--- config.mk ---
export PLATFORM = sky130hd
export DESIGN_NAME = fifo_sync_flags
export DESIGN_NICKNAME = d
export VERILOG_FILES = /design/src/rtl/fifo_sync_flags.sv
export SDC_FILE = /design/constraint.sdc
export NUM_CORES = 1
export LEC_CHECK = 0
export ABC_AREA = 0
export BUFFER_PORTS_ARGS = -buffer_cell sky130_fd_sc_hd__buf_2
export CORE_ASPECT_RATIO = 1.2
export CORE_MARGIN = 2
export CORE_UTILIZATION = 31
export CTS_CLUSTER_DIAMETER = 200
export DETAILED_ROUTE_END_ITERATION = 10
export GPL_TIMING_DRIVEN = 0
export PLACE_DENSITY = 0.58
export SLEW_MARGIN = 10
export SYNTH_ARGS = -nofsm -noshare
export SYNTH_HDL_FRONTEND = slang
export SYNTH_SLANG_ARGS = --single-unit
export TNS_END_PERCENT = 30
--- constraint.sdc ---
create_clock -name clk -period 3.2 [get_ports clk]
set_clock_uncertainty 0.2 [all_clocks]
set_input_delay 0.16 -clock clk [delete_from_list [all_inputs] [get_ports clk]]
set_output_delay 0.16 -clock clk [all_outputs]
set_load 0.05 [all_outputs]
--- src/rtl/fifo_sync_flags.sv ---
// Single-clock FIFO with registered count, threshold flags and sticky error flags.
// Define FIFO_FWFT_EN for first-word fall-through reads; the default is a registered 1-cycle read.
module fifo_sync_flags #(
    parameter int FIFO_WIDTH    = 8,
    parameter int ADDR_WIDTH    = 4,
    parameter int AFULL_THRESH  = 12,
    parameter int AEMPTY_THRESH = 4
) (
    input  logic                  clk,
    input  logic                  rst_n,
    input  logic                  wr_ena,
    input  logic [FIFO_WIDTH-1:0] wr_data,
    input  logic                  rd_ena,
    input  logic                  err_clr,
    output logic [FIFO_WIDTH-1:0] rd_data,
    output logic                  rd_valid,
    output logic                  full,
    output logic                  empty,
    output logic                  almost_full,
    output logic                  almost_empty,
    output logic [ADDR_WIDTH:0]   count,
    output logic                  overflow,
    output logic                  underflow
);

    localparam int DEPTH = 1 << ADDR_WIDTH;
    localparam logic [ADDR_WIDTH:0] DEPTH_C  = {1'b1, {ADDR_WIDTH{1'b0}}};
    localparam logic [ADDR_WIDTH:0] AFULL_C  = AFULL_THRESH[ADDR_WIDTH:0];
    localparam logic [ADDR_WIDTH:0] AEMPTY_C = AEMPTY_THRESH[ADDR_WIDTH:0];

    logic [FIFO_WIDTH-1:0] mem [DEPTH];
    logic [ADDR_WIDTH-1:0] wr_ptr;
    logic [ADDR_WIDTH-1:0] rd_ptr;
    logic                  wr_acc;
    logic                  rd_acc;

    // Flags come only from the registered count, so no input reaches them combinationally.
    assign full         = (count == DEPTH_C);
    assign empty        = (count == '0);
    assign almost_full  = (count >= AFULL_C);
    assign almost_empty = (count <= AEMPTY_C);

    assign wr_acc = wr_ena & ~full;
    assign rd_acc = rd_ena & ~empty;

    always_ff @(posedge clk) begin
        if (wr_acc) begin
            mem[wr_ptr] <= wr_data;
        end
    end

    always_ff @(posedge clk or negedge rst_n) begin
        if (!rst_n) begin
            wr_ptr <= '0;
            rd_ptr <= '0;
            count  <= '0;
        end else begin
            if (wr_acc) wr_ptr <= wr_ptr + 1'b1;
            if (rd_acc) rd_ptr <= rd_ptr + 1'b1;
            case ({wr_acc, rd_acc})
                2'b10:   count <= count + 1'b1;
                2'b01:   count <= count - 1'b1;
                default: count <= count;
            endcase
        end
    end

    // A coinciding rejected request outranks err_clr so no error event is lost.
    always_ff @(posedge clk or negedge rst_n) begin
        if (!rst_n) begin
            overflow  <= 1'b0;
            underflow <= 1'b0;
        end else begin
            if (wr_ena & full)       overflow <= 1'b1;
            else if (err_clr)        overflow <= 1'b0;
            if (rd_ena & empty)      underflow <= 1'b1;
            else if (err_clr)        underflow <= 1'b0;
        end
    end

`ifdef FIFO_FWFT_EN
    assign rd_valid = ~empty;
    assign rd_data  = rd_valid ? mem[rd_ptr] : '0;
`else
    always_ff @(posedge clk or negedge rst_n) begin
        if (!rst_n) begin
            rd_valid <= 1'b0;
            rd_data  <= '0;
        end else begin
            rd_valid <= rd_acc;
            if (rd_acc) rd_data <= mem[rd_ptr];
        end
    end
`endif

endmodule
==> impl_metrics.tcl <==
set metrics [dict create \
    num_antenna_cells 0 \
    end_kind "flop" \
    vias 3096 \
    die_y_um 158 \
    path_clk_slew_ns 0.06 \
    dp_worst_setup_slack_ns 0.176 \
    coreArea_um2 19500 \
    yosysSeqAreaShare 0.726 \
    root_buffer "clkbuf_16" \
    viasPerCell 4.68 \
    syn-instance-count 321 \
    finalHoldViolCount 0 \
    die_area_um2 20900 \
    reg2reg_depth 12 \
    setup_violations 0 \
    initial_core_util 0.314 \
    cellLeakagePower_nw 2.56 \
    cts_tree "done" \
    async_flop_share 0.158 \
    clockBufferDepth 2 \
    grt_pass1_vias 3235 \
    antenna_found_initial 0 \
    syn_area_um2 6120 \
    grt_max_degree 25 \
    yosys.area.top_type "edfxtp_1" \
    synth_fa_ha_area_frac 0.0163 \
    path_max_fanout 10 \
    layout.nets 408 \
    syn2layout_area_growth_pct 19.8 \
    hpwl_um 8290 \
    cp-start-kind "flop" \
    criticalPathCategory "flop to flop" \
    powerDensity_nw_per_um2 920 \
    grt_pass1_wl_um 18700 \
    synth_top_cell_area_share 0.628 \
    synth-compound-area-share 0.0325 \
    slew_violations 0 \
    wl_met1_um 4750 \
    ys.flop_type "edfxtp_1" \
    rrSetupSlack_ns 0.15 \
    highest-signal-layer "met4" \
    place_congestion 0.747 \
    drc 0 \
    route.met3.wl_um 534 \
    synth_area_per_cell_um2 19.1 \
    synth_fp_nets 342 \
    gr-total-overflow 0 \
    synth_common_cells "edfxtp_1 (128), mux4_2 (32), dfrtp_1 (24)" \
    grtUsageTotal 0.126 \
    synthXorXnorAreaFrac 0.0186 \
    fill_cells 1840 \
    routedWlPerCell_um 18.7 \
    r2r_end "count[4]" \
    drive_gt1_frac 0.300 \
    drtIter0Drc 192 \
    clkLatencyLatePin_ns 0.42 \
    synth-edff-count 128 \
    synth_cell_types 39 \
    crit_required_ns 3.29 \
    max-vdd-ir-drop_mv 0.483 \
    max_slew.worst_pin.slew_ns 0.964 \
    rr_startpoint "count[1]" \
    maxCapViolCount 0 \
    min_period_ns 3.05 \
    design_area_um2 7330 \
    core.rowCount 56 \
    hold_class "input pin to asynchronous set/reset pin" \
    io_buffers 32 \
    synth.most_common_cell "edfxtp_1" \
    wl_met2_um 6770 \
    routed_wl_um 12300 \
    status "finished, final reports clean" \
    ant_nets 0 \
    cts_buffers 17 \
    placed_cell_area_um2 6650 \
    whs_ns 0.0863 \
    rsz0062_at_grt "false" \
    muxShareOfSynthArea 0.144 \
    max_freq_mhz 328 \
    h-tree-depth 4 \
    ys_ff_latch 152 \
    ys_warn_count 0 \
    slew_headroom 0.355 \
    synth_top_family_by_area "multiplexers" \
    yosys.area_share.simple 0.0396 \
    setup_slack_ns 0.154 \
    tns_ns 0 \
    period_share 0.952 \
    first_pass_iters 4 \
    cts_sinks 152 \
    worst_ep_arrival_time_ns 3.14 \
    die_w_um 132 \
    ys_top_cells_by_area "edfxtp_1 (63%), mux4_2 (12%), dfrtp_1 (9.8%)" \
    ioPinCount 33 \
]
==> cells by family (layout without fill, tap and decap cells) <==
group | Yosys count | after routing
buffers and inverters | 25 | 104
muxes | 48 | 48
adders and majority gates | 8 | 8
AOI/OAI and AO/OA | 24 | 24
and+or+nand+nor | 51 | 51
DFF | 152 | 152
xor gates and xnor gates | 13 | 13
==> routing by layer <==
layer / track usage / vias up
met4: 0.0589 / 0
met5: 0 / -
met1: 0.136 / 1606
met2: 0.234 / 75
met3: 0.0314 / 14
li1: - / 1401
==> registers in the layout (all words and copies together) (netlist names) <==
register   count
rd_data        8
underflow      1
overflow       1
mem          128
count          5
wr_ptr         4
rd_ptr         4
rd_valid       1
==> worst max-delay path, stage by stage (launching register included) <==
cell and delay, ns:
dfrtp_1 0.39, buf_6 0.14, or4_4 0.56, o21ai_4 0.17
inv_2 0.12, ha_1 0.19, clkbuf_1 0.19, xor2_1 0.18
ha_1 0.22, and3b_1 0.16, o21ai_0 0.14, a21oi_1 0.11
xor2_1 0.15
==> through the flow <==
step	std cells	power, mW	utilization
after floorplan	321	4.33	-
after CTS	661	6.84	0.376
after global placement	614	4.89	0.339
after detailed placement	616	4.96	0.341
after global routing	661	7.07	0.376
final	661	6.74	0.376
==> final cells by class <==
type | instances | area, µm² | share of cell area
Multi-Input combinational cell | 144 | 1560 | 0.213
Timing Repair Buffer | 47 | 305 | 0.0416
Clock inverter | 14 | 125 | 0.0171
Inverter | 6 | 22.5 | 0.00307
Buffer | 19 | 119 | 0.0162
Clock buffer | 18 | 429 | 0.0585
Tap cell | 261 | 327 | 0.0445
Sequential cell | 152 | 4440 | 0.606
==> placed cells by master (no fill, tap or decap), drive strengths merged <==
cell | netlist | final
or4 | 1 | 1
nor3 | 5 | 5
nor2 | 15 | 15
edfxtp | 128 | 128
nand4 | 2 | 2
a21boi | 1 | 1
mux2i | 15 | 15
bufinv | 0 | 1
and2 | 1 | 1
dfrtp | 24 | 24
and3b | 2 | 2
o21ai | 4 | 4
nor4b | 1 | 1
a311oi | 1 | 1
o21a | 1 | 1
nand2 | 18 | 18
o31ai | 1 | 1
clkinvlp | 0 | 2
buf | 18 | 52
a21oi | 4 | 4
nand2b | 3 | 3
xnor2 | 7 | 7
ha | 8 | 8
nor4 | 1 | 1
inv | 6 | 9
clkbuf | 1 | 19
dlygate4sd3 | 0 | 13
mux4 | 32 | 32
mux2 | 1 | 1
clkinv | 0 | 8
a22o | 2 | 2
a2111oi | 1 | 1
a32oi | 1 | 1
nor2b | 2 | 2
a21o | 1 | 1
o221ai | 7 | 7
xor2 | 6 | 6
==> worst max path at each step <==
stage	startpoint	end	cells after the start
final	count[1]	count[4]	12
after detailed placement	count[1]	count[4]	12
after global placement	count[2]	mem[0][2]	5
after CTS	count[1]	count[4]	12
after floorplan	count[1]	count[4]	12
after global routing	count[1]	count[4]	12
==> what timing repair did <==
item,4_1_cts,5_1_grt
hold buffers,13,0
buffers inserted,0,0
hold endpoints to repair,157,0
endpoints found under the setup margin,0,1
gates resized for setup,0,1
==> report_power, final <==
group | switching (mW) | leakage (nW) | total (mW) | internal [mW]
sequential | 0.126 | 1.45 | 2.59 | 2.46
clock | 0.786 | 0.270 | 1.86 | 1.07
combinational | 1.41 | 0.845 | 2.30 | 0.885
total | 2.32 | 2.56 | 6.74 | 4.42
Power figures use the tool's default switching activity.
